==> src/rtl/parameter_loader.sv <==
// Byte-stream parameter loader: decodes WRITE/COMMIT packets from a host byte stream,
// strobes one parameter buffer per WRITE and issues a frame-aligned buffer switch per COMMIT.
module parameter_loader #(
  parameter int DATA_WIDTH   = 36,
  parameter int NUM_CHANNELS = 4
) (
  input  logic                    clk,
  input  logic                    rst,
  input  logic [7:0]              rx_data,
  input  logic                    rx_valid,
  output logic                    rx_ready,
  input  logic                    frame_start,
  output logic [DATA_WIDTH-1:0]   write_data,
  output logic [NUM_CHANNELS-1:0] write_enable,
  output logic                    buffer_switch_event,
  output logic                    switch_pending,
  output logic                    error
);

  localparam int NB = (DATA_WIDTH + 7) / 8;
  localparam int CW = (NB > 1) ? $clog2(NB) : 1;

  typedef enum logic [1:0] {
    IDLE    = 2'd0,
    PAYLOAD = 2'd1,
    WRITE   = 2'd2,
    PENDING = 2'd3
  } state_t;

  state_t                  state, state_nx;
  logic [CW-1:0]           cnt, cnt_nx;
  logic [1:0]              ch, ch_nx;
  logic [DATA_WIDTH-1:0]   shift, shift_nx;
  logic [DATA_WIDTH-1:0]   write_data_nx;
  logic [NUM_CHANNELS-1:0] write_enable_nx;
  logic                    bse_nx, pend_nx, err_nx, ready_nx;
  logic                    accept;

  function automatic logic is_write_header(input logic [7:0] b);
    return (b[7:2] == 6'b100000);
  endfunction

  function automatic logic channel_ok(input logic [1:0] cc);
    return (int'(cc) < NUM_CHANNELS);
  endfunction

  function automatic logic [NUM_CHANNELS-1:0] onehot(input logic [1:0] sel);
    logic [NUM_CHANNELS-1:0] v;
    for (int i = 0; i < NUM_CHANNELS; i++) begin
      v[i] = (int'(sel) == i);
    end
    return v;
  endfunction

  assign accept = rx_valid & rx_ready;

  // Next-state and next-output decode; bytes beyond DATA_WIDTH fall off the top of the shifter.
  always_comb begin
    state_nx        = state;
    cnt_nx          = cnt;
    ch_nx           = ch;
    shift_nx        = shift;
    write_data_nx   = write_data;
    write_enable_nx = {NUM_CHANNELS{1'b0}};
    bse_nx          = 1'b0;
    err_nx          = 1'b0;
    case (state)
      IDLE: begin
        if (accept) begin
          if (is_write_header(rx_data) && channel_ok(rx_data[1:0])) begin
            ch_nx    = rx_data[1:0];
            cnt_nx   = {CW{1'b0}};
            state_nx = PAYLOAD;
          end else if (rx_data == 8'hC0) begin
            state_nx = PENDING;
          end else begin
            err_nx   = 1'b1;
          end
        end else begin
          state_nx = IDLE;
        end
      end
      PAYLOAD: begin
        if (accept) begin
          shift_nx = (shift << 4'd8) | DATA_WIDTH'(rx_data);
          if (cnt == CW'(NB - 1)) begin
            cnt_nx          = {CW{1'b0}};
            write_data_nx   = shift_nx;
            write_enable_nx = onehot(ch);
            state_nx        = WRITE;
          end else begin
            cnt_nx = cnt + CW'(1);
          end
        end else begin
          state_nx = PAYLOAD;
        end
      end
      WRITE: begin
        state_nx = IDLE;
      end
      PENDING: begin
        if (frame_start) begin
          bse_nx   = 1'b1;
          state_nx = IDLE;
        end else begin
          state_nx = PENDING;
        end
      end
      default: begin
        state_nx = IDLE;
      end
    endcase
    ready_nx = (state_nx == IDLE) || (state_nx == PAYLOAD);
    pend_nx  = (state_nx == PENDING);
  end

  // State and registered outputs; rx_ready stays low until the first edge after reset release.
  always_ff @(posedge clk or negedge rst) begin
    if (!rst) begin
      state               <= IDLE;
      cnt                 <= {CW{1'b0}};
      ch                  <= 2'd0;
      shift               <= {DATA_WIDTH{1'b0}};
      write_data          <= {DATA_WIDTH{1'b0}};
      write_enable        <= {NUM_CHANNELS{1'b0}};
      buffer_switch_event <= 1'b0;
      switch_pending      <= 1'b0;
      error               <= 1'b0;
      rx_ready            <= 1'b0;
    end else begin
      state               <= state_nx;
      cnt                 <= cnt_nx;
      ch                  <= ch_nx;
      shift               <= shift_nx;
      write_data          <= write_data_nx;
      write_enable        <= write_enable_nx;
      buffer_switch_event <= bse_nx;
      switch_pending      <= pend_nx;
      error               <= err_nx;
      rx_ready            <= ready_nx;
    end
  end

endmodule
==> config.mk <==
export PLATFORM = sky130hd
export DESIGN_NAME = parameter_loader
export DESIGN_NICKNAME = d
export VERILOG_FILES = /design/src/rtl/parameter_loader.sv
export SDC_FILE = /design/constraint.sdc
export NUM_CORES = 1
export LEC_CHECK = 0
export ABC_CLOCK_PERIOD_IN_PS = 4850
export BUFFER_PORTS_ARGS = -buffer_cell sky130_fd_sc_hd__buf_2
export CORE_UTILIZATION = 45
export CTS_CLUSTER_DIAMETER = 80
export CTS_CLUSTER_SIZE = 14
export DETAILED_ROUTE_END_ITERATION = 8
export PLACE_DENSITY = 0.66
export REMOVE_ABC_BUFFERS = 1
export SYNTH_ARGS = -nofsm -noshare
export SYNTH_HDL_FRONTEND = slang
export SYNTH_SLANG_ARGS = --single-unit
==> constraint.sdc <==
create_clock -name clk -period 4.85 [get_ports clk]
set_input_delay 0.7275 -clock clk [delete_from_list [all_inputs] [get_ports clk]]
set_output_delay 0.7275 -clock clk [all_outputs]
set_load 0.05 [all_outputs]
Word-level counts from Yosys, hierarchy flattened
Cells that the tools add are included.
{"block": "classes", "addsub": 1, "eq_ne": 14, "bitwise_logic": 2, "n_reduce_logical": 9, "n_mux": 21}
{"op": "bitwise OR 36 x 8 -> 36 bit", "n": 1}
{"op": "2-to-1 mux 2 bit", "n": 6}
{"op": "2-to-1 mux 3 bit", "n": 4}
{"op": "2-to-1 mux 4 bit", "n": 3}
{"op": "equality test 2 bit, second input constant", "n": 5}
{"op": "equality test 8 bit, second input constant", "n": 1}
{"op": "one-hot mux 2 bit (4 select lines)", "n": 1}
{"op": "equality test 2 x 1 -> 1 bit, second input constant", "n": 3}
{"op": "equality test 6 bit, second input constant", "n": 1}
{"op": "logical NOT 2 bit", "n": 3}
{"op": "2-to-1 mux 1 bit", "n": 6}
{"op": "!= test 2 bit, second input constant", "n": 3}
{"op": "one-hot mux 3 bit (2 select lines)", "n": 1}
{"op": "AND reduction 3 bit", "n": 2}
{"op": "AND reduction 4 bit", "n": 1}
{"op": "adder 3 x 1 -> 3 bit, second input constant", "n": 1}
{"op": "equality test 3 bit, second input constant", "n": 1}
{"op": "AND reduction 2 bit", "n": 1}
{"op": "nonzero test 2 bit", "n": 1}
{"op": "bitwise AND 1 bit", "n": 1}
{"op": "logical OR 1 bit", "n": 1}
{"block": "totals", "reg_bits": 79, "input_bits": 12, "out_inout_bits": 44}

Logic depth before layout (Yosys ltp)
{"block": "depth", "ltp_word": 7, "mapped_depth": 7, "depth_no_buf": 5}

Worst setup path after synthesis
OpenSTA, ideal clock, no wires.
{"block": "synth_path", "path_type": "in2reg", "start": "in rx_data[5]", "end": "reg cnt[2]", "t_arrival_ns": 2.172, "path_stages": 4, "setup_slack_ns": 2.552, "setup_time_ns": 0.126, "path_cell_list": "or4b_1 clkbuf_2 or4_1 a311o_1"}
{"block": "synth_via", "elab_chain_cells": 3}
{"item": "start: declaration", "line": "9", "text": "input logic [7:0] rx_data,"}
{"item": "equality test 6 bit", "line": "40", "text": "return (b[7:2] == 6'b100000);"}
{"item": "!= test 2 bit (no line)"}
{"item": "AND reduction 4 bit (no line)"}
{"item": "end signal: assignment", "line": "121", "text": "cnt <= {CW{1'b0}};"}
{"item": "end signal: assignment", "line": "132", "text": "cnt <= cnt_nx;"}
{"item": "end: declaration", "line": "31", "text": "logic [CW-1:0] cnt, cnt_nx;"}
No other way between the ends.
A chain may end at the register's enable or synchronous reset.

Final worst setup path
{"block": "layout_path", "start": "in rx_valid", "end": "reg write_data[9]"}
{"block": "layout_via", "elab_chain_cells": 2}
{"item": "start: declaration", "line": "10", "text": "input logic rx_valid,"}
{"item": "bitwise AND 1 bit", "line": "55", "text": "assign accept = rx_valid & rx_ready;"}
{"item": "AND reduction 3 bit (no line)"}
{"item": "end signal: assignment", "line": "124", "text": "write_data <= {DATA_WIDTH{1'b0}};"}
{"item": "end signal: assignment", "line": "135", "text": "write_data <= write_data_nx;"}
{"item": "end: declaration", "line": "13", "text": "output logic [DATA_WIDTH-1:0] write_data,"}
No other way between the ends.

==> metrics.txt <==
fillers 547; CTS Hold Buffers Added 0; post-synth top area cell dfrtp_1; Seq cells post-synth 79; Worst-path clk slew 0.07 ns; Slew Limit Fails 0; GR Layer Usage met1 21.14%; share of cells above drive strength 1 53.64%; CP Cell Sequence buf_2, nand4b_1, buf_4, or2_2, mux2_2; mapped cell area 3054 sq um; HPWL after DPL 3358 microns; 1st-pass router iterations 9; Setup Skew 0.005619 ns; FP Rows 29; Top delay family on crit path simple AND/OR/NAND/NOR gates; Post-synth ARST share 100.0%; total negative setup slack 0 ns; Vias 1768; Die Footprint 7121 sq um; GRT Util Overall 15.75%; Seq/Total Area, Yosys 64.73%; Starting Density 47.29%; Slew @ Worst Pin 0.9592 ns; Area growth syn-to-layout 18.68%; maximum vdd ir drop 0.4411 mV; met3 usage 5.605%; M2 GR Usage 23.03%; Period minus WS final 2.217 ns; worst r2r path cells 4; H-tree depth 3; Die Span Y 84.39 microns; CP startpoint rx_valid; Fmax 0.4511 GHz; Max-Cap Viols 0; DR iter-0 viols 74; cts bufs inserted 9; Yosys top cell area share 64.73%; postcts setup bufs 0; Slowest-stage cell, CP or2_2; Slew HR 36.05%; RePlAce Congestion 0.7419; Place WS 2.224 ns; Resized Gates After CTS 0; cell depth of the worst setup path 5; final wirelength 5144 microns; r2r setup slk 2.64 ns; grt peak-use layer met2; CP bufs+invs 2; worst path arrival time 2.44 ns; worst r2r src state[0]; routed length per instance 15.22 microns; Port Buffers 55; initial antenna violation count 0; Main synth FF type dfrtp_1; Root Driver clkbuf_8; CP Capture Type flop; startpoint types primary input; hold violation total from the final report 0; clock latency on the worst-skew pair 0.34 ns; largest net degree at the start of global routing 80; critical path fanouts, max 32; unrepaired setup endpoints after global routing no; TritonCTS clock tree built; crit path to write_data[9]; critical path class primary input to flop; critical path required time 5.08 ns; fin worst setup slack 2.633 ns; Fin Hold WS 0.4989 ns; Post-synth EDFFs 0; IO Pins 56; dpl cells 322; PD cells 745.1 nW/um^2; Mean Syn Cell Area 15.43 sq um; library cells used by synthesis 31; Final Non-Filler Cells 338; Leak Pwr 1.804 nW; deepest clock path buffer count 2; failing checks DRC; Synth area leaders dfrtp_1, mux2_2, ha_1; total grt overflow 0; Critical Path Max Stage Delay 0.71 ns; Hold Path Class flop to flop; Final Setup Violations 0; status finished with violations; Avg Vias per Cell 5.231; DRC errors left 5; vias in the first global route 1720; Syn Inst Count 198; TritonCTS Sinks 79; Post-DRT Antenna Nets 0; global-route wire length before repair 8556 microns; period utilization 45.71%; Post-layout nets 270; Finished Core Util 56.12%; Worst R2R End write_data[9]; core area 6459 sq um; synth warn 0; Ant. Diodes 0; Die Width 84.39 microns
-- stage by stage --
step	power, mW	instance area (sq um)
after detailed placement	2.193	3401
after global placement	2.170	3401
after global routing	2.845	3625
final	2.701	3625
after CTS	2.733	3625
after floorplan	1.928	3019
-- routing by layer --
metal  vias to the layer above  wire [microns]
li1                        830               -
met1                       884            2419
met2                        46            2346
met3                         8             283
met4                         0              95
met5                         -               0
-- synth_stat cells, types with 2 or more instances --
library cell,instances
or3b_2,2
nand2b_1,2
o21ai_0,2
clkbuf_1,5
buf_1,3
nor3b_1,3
o311ai_0,2
dfrtp_1,79
inv_1,3
and3_1,2
nor3_1,2
nand3_1,2
ha_1,2
nand3b_1,2
mux2_2,66
nor2_1,3
nand2_1,4
-- power breakdown --
part           total, mW  switching (mW)  internal (mW)
logic               1.06           0.703          0.359
clock network      0.534           0.216          0.318
registers           1.10           0.164          0.940
total               2.70            1.08           1.62
-- layout make-up --
cell class,count,area [sq um],area share [%]
tap,77,96.34,2.658
inverter,3,11.26,0.3107
clock buffer,13,158.9,4.384
sequential,79,1977,54.54
timing repair buffer,56,285.3,7.870
multi-input combinational,107,1031,28.44
clock inverter,3,65.06,1.795
-- logic make-up after synthesis --
kind of cell             Yosys count  synth area share, %
flip-flops                        79                64.73
multiplexers                      66                24.33
AND/OR/NAND/NOR                   31                6.678
buffers and inverters             12                1.516
AO/OA/AOI/OAI                      8                1.926
adder cells (fa/ha/maj)            2               0.8192
-- flip-flops by register name (all words and copies together) (netlist names) --
name	count
buffer_switch_event	1
error	1
write_enable	4
switch_pending	1
state	2
write_data	36
ch	2
cnt	3
shift	28
rx_ready	1
-- cells in the final DEF, fill, tap and decap left out, types with 2 or more instances in the layout --
cell / instances
dfrtp_1: 79
mux2_2: 66
buf_2: 54
clkbuf_8: 11
nand2_1: 4
inv_1: 3
nor3b_1: 3
nor2_1: 3
o21ai_0: 2
nor3_1: 2
nand2b_1: 2
nand3b_1: 2
or3b_2: 2
and3_1: 2
o311ai_0: 2
nand3_1: 2
ha_1: 2
clkbuf_1: 2
bufinv_16: 2
buf_4: 2
-- worst min path at each step --
stage	startpoint	end	slack, ns	depth (start not counted)
5_1_grt	write_data[27]	write_data[27]	0.52	1
2_1_floorplan	rst	buffer_switch_event	0.43	0
3_5_place_dp	write_data[4]	write_data[4]	0.49	1
6_report	write_data[1]	write_data[1]	0.50	1
3_3_place_gp	shift[26]	write_data[34]	0.48	1
4_1_cts	write_data[19]	write_data[19]	0.50	1
Power figures use the tool's default switching activity.
